<file path="config.mk">
export PLATFORM = sky130hd
export DESIGN_NAME = player_sprite_render
export DESIGN_NICKNAME = d
export VERILOG_FILES = /design/src/rtl/player_sprite_render.sv
export SDC_FILE = /design/constraint.sdc
export NUM_CORES = 1
export LEC_CHECK = 0
export BUFFER_PORTS_ARGS = -buffer_cell sky130_fd_sc_hd__clkbuf_2
export CAP_MARGIN = 10
export CORE_ASPECT_RATIO = 1.25
export CORE_MARGIN = 8
export CORE_UTILIZATION = 45
export DETAILED_ROUTE_END_ITERATION = 8
export PLACE_DENSITY = 0.73
export SLEW_MARGIN = 20
export SYNTH_ARGS = -nofsm -noshare
export SYNTH_HDL_FRONTEND = slang
export SYNTH_SLANG_ARGS = --single-unit
</file>
<file path="constraint.sdc">
create_clock -name clk -period 4.5 [get_ports clk]
set_clock_uncertainty 0.2 [all_clocks]
set_input_delay 0.9 -clock clk [delete_from_list [all_inputs] [get_ports clk]]
set_output_delay 0.9 -clock clk [all_outputs]
set_load 0.01 [all_outputs]
</file>
<file path="src/rtl/player_sprite_render.sv">
// Per-player sprite renderer: latches animation/position once per video frame,
// maps them to a sprite-ROM frame index and runs a 3-stage ROM lookup against the raster.
module player_sprite_render #(
  parameter int          COL_W       = 5,
  parameter int          ROW_W       = 6,
  parameter int          FRM_W       = 3,
  parameter int          FRAME_SHIFT = 2,
  parameter int          LOOP_DIV    = 6,
  parameter logic [11:0] TRANSPARENT = 12'hF0F
) (
  input  logic                             clk,
  input  logic                             reset,
  input  logic                             frame_start,
  input  logic                             pix_en,
  input  logic [9:0]                       hcount,
  input  logic [9:0]                       vcount,
  input  logic [3:0]                       anim_state,
  input  logic [5:0]                       anim_frame,
  input  logic [9:0]                       pos_x,
  input  logic [9:0]                       pos_y,
  input  logic                             facing,
  output logic [4+FRM_W+ROW_W+COL_W-1:0]   rom_addr,
  input  logic [11:0]                      rom_data,
  output logic [11:0]                      pix_color,
  output logic                             pix_opaque,
  output logic                             pix_valid
);

  localparam int DIV_W = (LOOP_DIV > 1) ? $clog2(LOOP_DIV) : 1;
  localparam logic [DIV_W-1:0] DIV_LAST = DIV_W'(LOOP_DIV - 1);
  localparam logic [5:0] FRM_MAX = 6'((2 ** FRM_W) - 1);

  typedef enum logic [3:0] {
    ST_IDLE = 4'd0,
    ST_WALK = 4'd1,
    ST_JUMP = 4'd2,
    ST_ATK1 = 4'd3,
    ST_ATK2 = 4'd4,
    ST_HIT  = 4'd5,
    ST_LOSE = 4'd6
  } anim_t;

  // Shadow registers
  anim_t            r_state;
  logic [FRM_W-1:0] r_frame;
  logic [9:0]       r_pos_x;
  logic [9:0]       r_pos_y;
  logic             r_facing;
  logic [DIV_W-1:0] r_div;
  logic [1:0]       r_loop;

  // Pipeline registers
  logic r_in_box_d1, r_in_box_d2;
  logic r_pix_en_d1, r_pix_en_d2;

  anim_t            w_new_state;
  logic [DIV_W-1:0] w_div_nxt;
  logic [1:0]       w_loop_nxt;
  logic [5:0]       w_shifted;
  logic [FRM_W-1:0] w_frame_nxt;
  logic [10:0]      w_dx;
  logic [10:0]      w_dy;
  logic             w_in_box;
  logic [COL_W-1:0] w_col;
  logic             w_opaque;

  always_comb begin
    w_new_state = (anim_state > 4'd6) ? ST_IDLE : anim_t'(anim_state);
    w_div_nxt   = r_div;
    w_loop_nxt  = r_loop;
    // A state change restarts the loop so a new animation always begins at frame 0.
    if (w_new_state != r_state) begin
      w_div_nxt  = '0;
      w_loop_nxt = '0;
    end else if (r_div == DIV_LAST) begin
      w_div_nxt  = '0;
      w_loop_nxt = (w_new_state == ST_IDLE) ? {1'b0, ~r_loop[0]} : r_loop + 2'd1;
    end else begin
      w_div_nxt = r_div + DIV_W'(1);
    end

    w_shifted   = anim_frame >> FRAME_SHIFT;
    w_frame_nxt = '0;
    case (w_new_state)
      ST_IDLE, ST_WALK: w_frame_nxt = FRM_W'(w_loop_nxt);
      ST_JUMP, ST_ATK1, ST_ATK2:
        w_frame_nxt = (w_shifted > FRM_MAX) ? FRM_MAX[FRM_W-1:0] : w_shifted[FRM_W-1:0];
      default: w_frame_nxt = '0;
    endcase
  end

  always_ff @(posedge clk or posedge reset) begin
    if (reset) begin
      r_state  <= ST_IDLE;
      r_frame  <= '0;
      r_pos_x  <= '0;
      r_pos_y  <= '0;
      r_facing <= 1'b0;
      r_div    <= '0;
      r_loop   <= '0;
    end else if (frame_start) begin
      r_state  <= w_new_state;
      r_frame  <= w_frame_nxt;
      r_pos_x  <= pos_x;
      r_pos_y  <= pos_y;
      r_facing <= facing;
      r_div    <= w_div_nxt;
      r_loop   <= w_loop_nxt;
    end
  end

  // 11-bit differences: a raster left of/above the sprite sets the top bit and falls out of the box.
  always_comb begin
    w_dx     = {1'b0, hcount} - {1'b0, r_pos_x};
    w_dy     = {1'b0, vcount} - {1'b0, r_pos_y};
    w_in_box = (w_dx[10:COL_W] == '0) && (w_dy[10:ROW_W] == '0);
    w_col    = r_facing ? ~w_dx[COL_W-1:0] : w_dx[COL_W-1:0];
    w_opaque = r_in_box_d2 & r_pix_en_d2 & (rom_data != TRANSPARENT);
  end

  always_ff @(posedge clk or posedge reset) begin
    if (reset) begin
      rom_addr    <= '0;
      r_in_box_d1 <= 1'b0;
      r_pix_en_d1 <= 1'b0;
      r_in_box_d2 <= 1'b0;
      r_pix_en_d2 <= 1'b0;
      pix_color   <= '0;
      pix_opaque  <= 1'b0;
      pix_valid   <= 1'b0;
    end else begin
      if (w_in_box)
        rom_addr <= {r_state, r_frame, w_dy[ROW_W-1:0], w_col};
      r_in_box_d1 <= w_in_box;
      r_pix_en_d1 <= pix_en;
      r_in_box_d2 <= r_in_box_d1;
      r_pix_en_d2 <= r_pix_en_d1;
      pix_opaque  <= w_opaque;
      pix_color   <= w_opaque ? rom_data : 12'h000;
      pix_valid   <= r_pix_en_d2;
    end
  end

endmodule

</file>
==> impl_metrics.csv <==
group,metric,value,unit
timing,worst_slew_pin_slew,0.903,ns
setup_path,startpoint_type,"input port",
detailed_routing,vias,3090,
yosys,synth_edf_count,0,
detailed_routing,wirelength,8.59,mm
grt,grt_use_total,15.2,%
setup_path,crit_type,"in -> reg",
clock_network,ctsLongestPathBuffers,2,
cells_and_area,drive_gt1_share,30.5,%
worst_hold_path,worstHoldPathType,"reg -> reg",
power_and_ir_drop,ir_worst_vdd,0.164,mV
floorplanning,fp-row-count,37,
timing,setup_viol,0,
yosys,synthTopCellsByArea,"dfrtp_1 (45%), ha_1 (6.5%), o21ai_0 (4.3%)",
detailed_routing,ant_nets,0,
setup_path,critPathMaxStageDelay,0.41,ns
clock_network,cts_resized,0,
setup_path,critPathMostFrequentCell,"o21ai_0",
floorplanning,die_y,119,microns
detailed_routing,first_iter_violations,133,
setup_path,arrival,3.59,ns
setup_path,cp_cell_sequence,"clkbuf_2 > inv_1 > ha_1 > fa_1 > nor2b_1 > o21ai_0 > o21ai_0 > mux2i_1 > o211ai_1 > nor4_4 > buf_4 > mux2_2",
timing,setup_tns,0,ns
clock_network,clk_latency,0.36,ns
placement,io_buffers,96,
timing,grt_setup_unrepaired,"false",
cells_and_area,final_cell_mix,"clkbuf_2 (96), dfrtp_1 (69), o21ai_0 (33), nand2_1 (32), inv_1 (31)",
floorplanning,core_area,8290,sq um
cells_and_area,fin_nets,562,
clock_network,cts-buffers-inserted,9,
yosys,ys_seq_elements,69,
timing,drv_slew,0,
grt,grt_pass1_wl,14.5,mm
yosys,synth_top_area_cell,"dfrtp_1",
setup_path,crit_slowest_cell,"fa_1",
clock_network,cts_max_level,3,
floorplanning,start_util,46.4,%
yosys,syn_nets,465,
power_and_ir_drop,power_density,318,nW/um^2
worst_hold_path,min_from,"r_pix_en_d1",
yosys,synth_cells,376,
detailed_routing,routed_via_density,5.37,
setup_path,crit_path_end_kind,"flip-flop",
timing,relSlewSlack,39.8,%
setup_path,critPathRequiredTime,4.55,ns
clock_network,clkSinkCount,69,
setup_path,cpLargestDelayFamily,"compound AO/OA/AOI/OAI gates",
setup_path,r2r_setup_slack,1.22,ns
setup_path,cp-startpoint,"hcount[0]",
timing,period_needed,3.54,ns
placement,gp_congestion,0.858,
floorplanning,die_x,98.6,microns
yosys,synthDistinctLibCells,61,
clock_network,cts_tree,"built",
cells_and_area,final_core_util,55.2,%
timing,fin_ws,0.959,ns
yosys,async_reset_ff_share,100,%
yosys,yosysSeqAreaShare,45.0,%
floorplanning,die_area,11800,sq um
cells_and_area,synthToLayoutAreaGrowth,19.1,%
clock_network,cts_setup_buffers,0,
detailed_routing,wire_per_inst,14.9,microns
clock_network,clockRootBuffer,"clkbuf_8",
timing,hold_viol,0,
placement,hpwlAfterDp,6.59,mm
cells_and_area,final_common_cell,"clkbuf_2",
yosys,post-synth-top-area-fraction,45.0,%
grt,grt_antenna_before_repair,0,
grt,grt-ovfl-total,0,
yosys,ys.flop_type,"dfrtp_1",
run_status,status,"completed",
cells_and_area,nFillCells,736,
setup_path,crit_buf_inv,3,
detailed_routing,drc,0,
grt,grt_max_degree,53,
detailed_routing,firstDrtPassIters,4,
placement,pre_cts_ws,0.576,ns
job,max_cap_viol_count,0,
yosys,yosys_warnings,0,
setup_path,rr_startpoint,"r_pos_x[0]",
timing,fin_crit_sh,78.7,%
setup_path,path_max_fanout,10,
yosys,syn_area_per_cell,10.2,sq um
yosys,syn_area,3840,sq um
floorplanning,io_pins,99,
clock_network,ctsHoldBuffers,0,
cells_and_area,n_antenna_cell,0,
grt,grt_pass1_vias,3162,
power_and_ir_drop,power_leakage,2.32,nW
timing,max_freq,0.282,GHz
clock_network,path_clk_slew,0.08,ns
## path summary, 6_finish.rpt
check                               end  cells after the start
setup / recovery            rom_addr[0]                     12
hold / removal              r_pix_en_d2                      0
setup reg to reg            rom_addr[0]                     10
hold reg to reg             r_pix_en_d2                      0
max in group asynchronous   rom_addr[6]                      3
min in group asynchronous  pix_color[9]                      2
## stage by stage
stage	std cells	hold slack [ns]	instance area, sq um	power, mW
final	575	0.158	4580	1.46
after detailed placement	559	0.146	4400	1.01
after global placement	559	0.137	4400	1.00
after CTS	575	0.164	4570	1.48
after floorplan	376	0.131	3840	0.926
after global routing	575	0.174	4580	1.54
## where the power goes
| group | leakage, nW | switching (mW) | internal (mW) | total, mW |
|---|---|---|---|---|
| sequential | 0.904 | 0.0174 | 0.650 | 0.667 |
| clock | 0.0856 | 0.253 | 0.201 | 0.454 |
| combinational | 1.33 | 0.186 | 0.150 | 0.335 |
| total | 2.32 | 0.456 | 1.00 | 1.46 |
## worst register-to-register path: stages, from the launching register on
cell and delay, ns:
dfrtp_1 0.39, ha_1 0.21, fa_1 0.41, nor2b_1 0.13, o21ai_0 0.11, o21ai_0 0.36, mux2i_1 0.24, o211ai_1 0.18
nor4_4 0.34, buf_4 0.25, mux2_2 0.36
## cells in the mapped netlist (3+ instances only)
master	count
and2_1	12
nor2b_1	6
o31ai_1	3
nor2_1	21
a21oi_1	13
inv_1	32
a211oi_1	3
a31oi_1	3
nand3_1	3
o21a_1	4
clkbuf_1	8
nand4_1	4
nand2b_1	3
o31a_1	3
o2111ai_1	3
ha_1	20
dfrtp_1	69
nor3_1	6
xnor2_1	13
a21o_1	5
nand2_1	32
o211ai_1	4
o21ai_0	33
mux2_2	13
mux2_4	9
a211o_1	5
## flip-flops by register name, indices dropped and copies added, names as in the netlist
register,count
rom_addr,18
pix_color,12
r_pos_x,10
r_pos_y,10
r_state,4
r_div,3
r_frame,3
r_loop,2
pix_opaque,1
pix_valid,1
r_facing,1
r_in_box_d1,1
r_in_box_d2,1
r_pix_en_d1,1
r_pix_en_d2,1
## metal layers
metal | routed length (microns) | vias to the layer above | part of all wire [%] | track usage [%]
li1 | - | 1530 | - | -
met1 | 3750 | 1431 | 44 | 17.4
met2 | 3950 | 113 | 46 | 24.2
met3 | 700 | 16 | 8.1 | 5.83
met4 | 194 | 0 | 2.3 | 7.60
met5 | 0 | - | 0 | 0
## area by class of cell
cell class / count / area (sq um) / area share (%)
clock buffer: 9 / 124 / 2.71
clock inverter: 7 / 51.3 / 1.12
inverter: 32 / 121 / 2.65
multi-input combinational: 262 / 1930 / 42.1
sequential: 69 / 1730 / 37.7
tap: 97 / 121 / 2.65
timing repair buffer: 99 / 503 / 11.0
## kinds of logic after synthesis
family	Yosys count	share of synthesized area, %
compound gates	97	17.1
xor+xnor	15	3.42
fa+ha+maj	22	7.56
buf+inv	45	4.85
flops	69	45.0
mux	24	7.85
simple gates	104	14.3
Power figures use the tool's default switching activity.
